## config.mk

```make
export PLATFORM = sky130hd
export DESIGN_NAME = area_scan_accumulator
export DESIGN_NICKNAME = d
export VERILOG_FILES = /design/src/rtl/area_scan_accumulator.sv
export SDC_FILE = /design/constraint.sdc
export NUM_CORES = 1
export LEC_CHECK = 0
export ABC_CLOCK_PERIOD_IN_PS = 3800
export BUFFER_PORTS_ARGS = -buffer_cell sky130_fd_sc_hd__buf_4
export CELL_PAD_IN_SITES_DETAIL_PLACEMENT = 0
export CELL_PAD_IN_SITES_GLOBAL_PLACEMENT = 1
export CORE_MARGIN = 3
export CORE_UTILIZATION = 43
export DETAILED_ROUTE_END_ITERATION = 8
export PLACE_DENSITY_LB_ADDON = 0.1
export SETUP_SLACK_MARGIN = 0.02
export SLEW_MARGIN = 20
export SYNTH_ARGS = -nofsm -noshare
export SYNTH_HDL_FRONTEND = slang
export SYNTH_SLANG_ARGS = --single-unit
```

## constraint.sdc

```tcl
create_clock -name clk -period 3.8 [get_ports clk]
set_input_delay 0.57 -clock clk [delete_from_list [all_inputs] [get_ports clk]]
set_output_delay 0.57 -clock clk [all_outputs]
set_load 0.02 [all_outputs]
```

## src/rtl/area_scan_accumulator.sv

```systemverilog
// Sums SAMPLES_PER_SCAN consecutive area results into one per-scan total on a valid/ready output.
// Define AREA_ACC_MINMAX_EN to also report the per-scan minimum and maximum area.
module area_scan_accumulator #(
    parameter int AREA_W           = 26,
    parameter int SAMPLES_PER_SCAN = 4,
    parameter int SUM_W            = 32,
    parameter int CNT_W            = $clog2(SAMPLES_PER_SCAN + 1)
) (
    input  logic              clk,
    input  logic              rst,
    input  logic              en,
    input  logic              scan_start,
    input  logic [AREA_W-1:0] area_in,
    input  logic              area_rdy,
    output logic [SUM_W-1:0]  sum_out,
    output logic              sum_valid,
    input  logic              sum_ready,
    output logic [CNT_W-1:0]  sample_idx,
    output logic              busy,
    output logic              overrun
`ifdef AREA_ACC_MINMAX_EN
    ,
    output logic [AREA_W-1:0] area_min,
    output logic [AREA_W-1:0] area_max
`endif
);

    typedef enum logic [1:0] {
        IDLE  = 2'd0,
        ACCUM = 2'd1,
        DONE  = 2'd2
    } state_t;

    localparam logic [CNT_W-1:0] LAST_IDX = CNT_W'(SAMPLES_PER_SCAN - 1);
    localparam logic [CNT_W-1:0] FULL_IDX = CNT_W'(SAMPLES_PER_SCAN);

    state_t             state_q, state_d;
    logic [SUM_W-1:0]   acc_q, acc_d;
    logic [SUM_W-1:0]   sum_q, sum_d;
    logic [CNT_W-1:0]   idx_q, idx_d;
    logic               ovr_q, ovr_d;

    logic               start;
    logic               accept;
    logic               begin_scan;
    logic [SUM_W-1:0]   area_ext;
    logic [SUM_W-1:0]   acc_plus;

`ifdef AREA_ACC_MINMAX_EN
    logic [AREA_W-1:0]  run_min_q, run_min_d;
    logic [AREA_W-1:0]  run_max_q, run_max_d;
    logic [AREA_W-1:0]  min_out_q, min_out_d;
    logic [AREA_W-1:0]  max_out_q, max_out_d;
    logic [AREA_W-1:0]  upd_min;
    logic [AREA_W-1:0]  upd_max;
`endif

    always_ff @(posedge clk or posedge rst) begin
        if (rst) begin
            state_q   <= IDLE;
            acc_q     <= '0;
            sum_q     <= '0;
            idx_q     <= '0;
            ovr_q     <= 1'b0;
`ifdef AREA_ACC_MINMAX_EN
            run_min_q <= '0;
            run_max_q <= '0;
            min_out_q <= '0;
            max_out_q <= '0;
`endif
        end else begin
            state_q   <= state_d;
            acc_q     <= acc_d;
            sum_q     <= sum_d;
            idx_q     <= idx_d;
            ovr_q     <= ovr_d;
`ifdef AREA_ACC_MINMAX_EN
            run_min_q <= run_min_d;
            run_max_q <= run_max_d;
            min_out_q <= min_out_d;
            max_out_q <= max_out_d;
`endif
        end
    end

    // A scan start (from IDLE, ACCUM, or DONE with handshake) is resolved per state,
    // then applied once at the end so a coincident sample always lands as sample 0.
    always_comb begin
        state_d    = state_q;
        acc_d      = acc_q;
        sum_d      = sum_q;
        idx_d      = idx_q;
        ovr_d      = ovr_q;
        begin_scan = 1'b0;
        start      = en && scan_start;
        accept     = en && area_rdy;
        area_ext   = SUM_W'(area_in);
        acc_plus   = acc_q + area_ext;
`ifdef AREA_ACC_MINMAX_EN
        run_min_d  = run_min_q;
        run_max_d  = run_max_q;
        min_out_d  = min_out_q;
        max_out_d  = max_out_q;
        upd_min    = (area_in < run_min_q) ? area_in : run_min_q;
        upd_max    = (area_in > run_max_q) ? area_in : run_max_q;
`endif

        case (state_q)
            IDLE: begin
                if (start) begin
                    begin_scan = 1'b1;
                end
            end
            ACCUM: begin
                if (start) begin
                    begin_scan = 1'b1;
                end else if (accept) begin
                    acc_d = acc_plus;
                    idx_d = idx_q + CNT_W'(1);
`ifdef AREA_ACC_MINMAX_EN
                    run_min_d = upd_min;
                    run_max_d = upd_max;
`endif
                    if (idx_q == LAST_IDX) begin
                        state_d = DONE;
                        sum_d   = acc_plus;
                        idx_d   = FULL_IDX;
`ifdef AREA_ACC_MINMAX_EN
                        min_out_d = upd_min;
                        max_out_d = upd_max;
`endif
                    end
                end
            end
            DONE: begin
                if (sum_ready) begin
                    if (start) begin
                        begin_scan = 1'b1;
                    end else begin
                        state_d = IDLE;
                    end
                end
                if (accept && !(sum_ready && start)) begin
                    ovr_d = 1'b1;
                end
            end
            default: begin
                state_d = IDLE;
            end
        endcase

        if (begin_scan) begin
            state_d = ACCUM;
            ovr_d   = 1'b0;
            acc_d   = accept ? area_ext : '0;
            idx_d   = accept ? CNT_W'(1) : '0;
`ifdef AREA_ACC_MINMAX_EN
            run_min_d = accept ? area_in : '1;
            run_max_d = accept ? area_in : '0;
`endif
        end
    end

    assign sum_out    = sum_q;
    assign sum_valid  = (state_q == DONE);
    assign busy       = (state_q == ACCUM);
    assign sample_idx = idx_q;
    assign overrun    = ovr_q;
`ifdef AREA_ACC_MINMAX_EN
    assign area_min   = min_out_q;
    assign area_max   = max_out_q;
`endif

endmodule

```

==> flow_summary.yaml, run 1 <==
placement:
  gp_congestion: 0.877
  port_buffers: 69
  dp_hpwl_mm: 8.74
routing:
  wirelength_mm: 11.8
  wl_per_cell_um: 17.0
  viasPerCell: 5.57
  drc: 0
  postRouteAntennaNets: 0
  drt_iter0_drc: 246
  dr_total_vias: 3864
  first_pass_iters: 4
timing:
  finalCritPeriodShare: 0.778
  finalHoldViolCount: 0
  clock_skew_ns: 0.00627
  setup_tns_ns: 0
  period_needed_ns: 2.96
  setup-violations-final: 0
  rsz0062_at_grt: "false"
  tightest_slew_ns: 0.843
  clock.fmax_mhz: 338
  slew_viol_final: 0
  slew_headroom: 0.438
pwr:
  leakagePower_nw: 2.53
  power_density_nw_per_um2: 748
  ir_drop_v: 0.000395
synthesis:
  synth_async_sr_flop_share: 1.00
  synthFlopType: "dfrtp_1"
  synth_cell_types: 53
  synth_fp_nets: 554
  synth_area_um2: 4410
  yosys_warnings: 0
  synth-seq-area-share: 0.397
  syn_inst: 493
  syn_area_per_cell_um2: 8.95
  ys_seq_elements: 70
  synth_edf_count: 0
layout:
  diodes: 0
  seq_area_um2: 1750
  area_growth_pct: 19.8
  final_util: 0.536
  fin_nets: 617
  drive_gt1_frac: 0.203
  fill_cells: 958
  multi_input_area_um2: 2510
flow_run:
  cap_violations: 0
global_routing:
  grt_overflow_total: 0
  grtUsageTotal: 0.220
  grt_pass1_vias: 3879
  antenna_found_initial: 0
  grt_pass1_wl_mm: 20.1
  grt_max_degree: 34
critical_path:
  crit_path_max_fanout: 5
  crit_path_end_kind: "flip-flop"
  worstPathRequired_ns: 4.04
  critical_path_arrival_ns: 3.19
  critPathKind: "flip-flop to flip-flop"
  cp-start-kind: "flip-flop"
clock_tree:
  ctsResizeCount: 0
  htreeDepth: 3
  cts_root_buf: "clkbuf_8"
  cts.sinks: 70
  post_cts_buffers: 0
  numCtsBuffers: 9
  clk_pin_slew_ns: 0.08
  clk_latency_ns: 0.35
  clockBufferDepth: 2
  cts_tree: "yes"
  ctsHoldBuffers: 0
status:
  status: "finished, final reports clean"
die:
  initial_utilization: 0.447
  fp-row-count: 36
  ios: 70
  dieArea_um2: 11500
  die_h_um: 107
  core_area_um2: 9860
  die_w_um: 107
worst_hold_path:
  hp-class: "input port to async pin"
-- placed cells by master, fill, tap and decap left out, types with 3 or more instances in the layout --
master    netlist  layout
xor2_1         12      12
nor2_1         41      41
o21a_1          6       6
clkbuf_8        0      13
a211oi_1        6       6
or3_1           7       7
o211ai_1        3       3
dfrtp_1        70      70
nand2_1        60      60
a222oi_1        5       5
a221oi_1        5       5
nand2b_1        4       4
nand4_1         4       4
xnor2_1        16      16
a41oi_1         4       4
a31oi_1        13      13
o21ai_0        49      49
and2_1          4       4
nor3_1          5       4
and3_1          5       5
nand3_1        13      13
a22o_1          4       4
ha_1           28      28
buf_4           1      74
a21oi_1        36      36
inv_1          16      15
a21o_1         12      12
mux2_2         16      16
-- Yosys cell counts (all sizes together), types with 2 or more instances --
| master | instances | share of area |
|---|---|---|
| nand3 | 13 | 0.015 |
| ha | 28 | 0.079 |
| and4 | 2 | 0.0040 |
| nand3b | 2 | 0.0034 |
| a31oi | 13 | 0.018 |
| a221oi | 5 | 0.0099 |
| xnor2 | 16 | 0.032 |
| buf | 4 | 0.0048 |
| a22oi | 2 | 0.0034 |
| o21ai | 51 | 0.058 |
| a22o | 4 | 0.0079 |
| a211oi | 6 | 0.010 |
| and2 | 5 | 0.0071 |
| o21a | 6 | 0.010 |
| nor3 | 5 | 0.0057 |
| xor2 | 12 | 0.024 |
| nand4 | 5 | 0.0085 |
| nand2b | 4 | 0.0057 |
| nor2 | 41 | 0.035 |
| nand2 | 60 | 0.051 |
| clkbuf | 19 | 0.016 |
| o211ai | 3 | 0.0051 |
| a21o | 12 | 0.020 |
| a21oi | 36 | 0.041 |
| a41oi | 4 | 0.0079 |
| and3 | 6 | 0.0088 |
| inv | 16 | 0.014 |
| or3 | 7 | 0.0099 |
| mux2 | 16 | 0.041 |
| a222oi | 5 | 0.011 |
| dfrtp | 70 | 0.40 |
-- worst max-delay path, cell delays in order, from the launching register on --
cell      delay, ns
dfrtp_1        0.38
ha_1           0.22
fa_1           0.41
a21o_1         0.21
a221oi_1       0.36
a21oi_1        0.23
a21oi_1        0.34
o31a_1         0.30
a211oi_1       0.12
mux2_2         0.27
-- sequential cells by signal, summed over array words and instances, names as in the netlist --
register	flops
acc_q	32
sum_out	32
sample_idx	3
state_q	2
overrun	1
-- path summary, 6_finish.rpt --
path	startpoint	to	slack (ns)	cells after the start
max in group asynchronous	rst	sum_out[11]	2.75	3
max reg2reg	acc_q[0]	sum_out[24]	0.84	9
min	rst	sum_out[26]	0.28	2
min in group clk	area_in[9]	acc_q[9]	0.44	3
max	acc_q[0]	sum_out[24]	0.84	9
min reg2reg	sum_out[3]	sum_out[3]	0.48	2
-- layer usage --
metal	vias up	track usage	part of all wire
met3	11	0.0414	0.049
met4	0	0.0521	0.010
met5	-	0	0
li1	1915	-	-
met2	88	0.353	0.46
met1	1850	0.308	0.48
-- cells by family (layout without fill, tap and decap cells) --
group,Yosys count,in the layout,synth area share
AOI/OAI and AO/OA,159,159,0.231
and+or+nand+nor,152,152,0.157
DFF,70,70,0.397
buffers and inverters,39,107,0.0349
adders and majority gates,29,29,0.0839
xor gates and xnor gates,28,28,0.0556
muxes,16,16,0.0408
-- through the flow --
step	hold WS [ns]	total power [mW]	worst slack, ns	instances	instance area, µm²
6_report	0.282	3.95	0.844	694	5290
5_1_grt	0.321	4.29	0.639	694	5290
4_1_cts	0.289	3.98	0.806	694	5290
3_5_place_dp	0.473	3.30	0.494	678	5060
3_3_place_gp	0.463	3.27	0.533	678	5060
2_1_floorplan	0.454	2.65	0.869	493	4410
-- power breakdown --
part           total, mW  internal (mW)  leakage [nW]  switching (mW)
Combinational       2.13          0.890          1.52            1.24
Clock              0.663          0.376         0.109           0.287
Sequential          1.16           1.00         0.901           0.156
-- cell type report --
class | count | area share
flip-flops and latches | 70 | 0.331
repair buffers | 75 | 0.109
multi-input cells | 384 | 0.475
inverters | 16 | 0.0114
clock inverters | 2 | 0.00710
well taps | 133 | 0.0315
clock buffers | 14 | 0.0346
No activity file was read; power rests on OpenSTA's default activity.
==> run 2, diff against run 1 <==
- ABC_CLOCK_PERIOD_IN_PS: 3800 -> 2840
- clock period: 3.8 -> 2.84 ns (I/O delays scaled with it)
==> flow_summary.yaml, run 2 (synthesis gave the netlist of run 1 again) <==
die:
  initial_utilization: 0.447
  dieArea_um2: 11500
  core_area_um2: 9860
  die_h_um: 107
  ios: 70
  fp-row-count: 36
  die_w_um: 107
timing:
  setup_tns_ns: 0
  period_needed_ns: 2.70
  tightest_slew_ns: 0.630
  clock_skew_ns: 0.0114
  clock.fmax_mhz: 370
  slew_headroom: 0.579
  setup_ws_ns: 0.137
  setup-violations-final: 0
  slew_viol_final: 0
  rsz0062_at_grt: "false"
  finalCritPeriodShare: 0.952
  finalHoldViolCount: 0
clock_tree:
  clk_latency_ns: 0.36
  cts_tree: "yes"
  clockBufferDepth: 2
  ctsHoldBuffers: 0
  htreeDepth: 3
  numCtsBuffers: 9
  clk_pin_slew_ns: 0.08
  cts.sinks: 70
  cts_root_buf: "clkbuf_8"
pwr:
  ir_drop_v: 0.000477
  power_density_nw_per_um2: 1010
  clkPwrFrac: 0.165
  leakagePower_nw: 2.66
  pwr-share-seq: 0.278
  p_int_mw: 3.23
  p_comb_frac: 0.557
  power.net_switching_mw: 2.34
  p_sw_frac: 0.420
placement:
  dp_hpwl_mm: 9.08
  place_ws_ns: -0.0652
  dp.cells: 703
  gp_congestion: 0.929
  port_buffers: 69
layout:
  final_cell_mix: "buf_4, dfrtp_1, nand2_1"
  fill_cells: 945
  fin_nets: 644
  final_util: 0.559
  area_growth_pct: 25.0
  final_common_cell: "buf_4"
  diodes: 0
  fin_cells: 721
  drive_gt1_frac: 0.245
critical_path:
  critPathKind: "flip-flop to flip-flop"
  max_stage_delay_ns: 0.44
  cp_slowest_cell: "a2111o_1"
  crit_path_end_kind: "flip-flop"
  path_cells: "ha_1 -> nand4_2 -> or3_1 -> a2111o_1 -> a32oi_4 -> and3_2 -> nor2_1 -> a221o_1"
  r2r-start: "acc_q[11]"
  critical_path_arrival_ns: 2.95
  ff2ff_path_depth: 8
  crit_buf_inv: 0
  cp-start-kind: "flip-flop"
  crit_path_max_fanout: 5
  worstPathRequired_ns: 3.09
  ff2ff_setup_slack_ns: 0.14
  timing.rr.end: "acc_q[30]"
  critPathTopFamily: "compound AO/OA/AOI/OAI gates"
routing:
  wirelength_mm: 12.1
  drc: 0
  drt_iter0_drc: 198
  viasPerCell: 5.52
  dr_total_vias: 3981
  postRouteAntennaNets: 0
  first_pass_iters: 4
  wl_per_cell_um: 16.8
global_routing:
  grt_overflow_total: 0
  grt_max_degree: 32
  grtUsageTotal: 0.221
  grt_pass1_vias: 3907
  grt_pass1_wl_mm: 20.0
  antenna_found_initial: 0
worst_hold_path:
  hp-class: "input port to async pin"
flow_run:
  cap_violations: 0
status:
  status: "finished, final reports clean"
run 2: cell types whose count changed in the layout (fill, tap and decap cells not counted), sizes merged:
cell / previous run / this run
buf: 75 / 102
clkinvlp: 1 / 2
clkinv: 0 / 2
clkbuf: 14 / 10
bufinv: 1 / 2
run 2: worst max path at each step:
stage	startpoint	end	cells past startpoint
2_1_floorplan	area_in[0]	sum_out[24]	9
3_3_place_gp	area_in[0]	sum_out[24]	11
3_5_place_dp	area_in[0]	sum_out[17]	10
4_1_cts	acc_q[0]	sum_out[17]	9
5_1_grt	acc_q[11]	acc_q[30]	8
6_report	acc_q[11]	acc_q[30]	8
run 2: repair_timing:
| action | in CTS | in global routing |
|---|---|---|
| endpoints found under the setup margin | 0 | 12 |
| gates resized for setup | 0 | 3 |
| buffers inserted | 0 | 2 |
| hold endpoints to repair | 0 | 0 |
run 2: area by class of cell:
class | instances | area (µm²) | share of cell area
Inverter | 16 | 60.1 | 0.0109
Multi-Input combinational cell | 384 | 2530 | 0.460
Sequential cell | 70 | 1750 | 0.318
Clock buffer | 10 | 138 | 0.0250
Clock inverter | 6 | 85.1 | 0.0154
Tap cell | 133 | 166 | 0.0302
Timing Repair Buffer | 102 | 778 | 0.141
run 2: metrics by stage:
stage | total power [mW] | hold WS, ns | area, µm²
global route | 6.02 | 0.189 | 5510
floorplan | 3.55 | 0.454 | 4410
global placement | 4.56 | 0.463 | 5250
finish | 5.57 | 0.144 | 5510
CTS | 5.55 | 0.159 | 5480
detailed placement | 4.60 | 0.471 | 5250
run 2: power groups by stage:
| stage | Sequential, mW | Clock [mW] | Combinational [mW] |
|---|---|---|---|
| floorplan | 1.74 | 0 | 1.81 |
| finish | 1.55 | 0.922 | 3.10 |
| global placement | 1.55 | 0 | 3.01 |
| CTS | 1.55 | 0.940 | 3.06 |
| global route | 1.59 | 0.985 | 3.45 |
| detailed placement | 1.57 | 0 | 3.03 |
run 2: per-layer routing:
metal  share of wire  GRT usage
met5               0          0
met3           0.041     0.0300
met2            0.46      0.353
met1            0.49      0.310
met4           0.015     0.0740
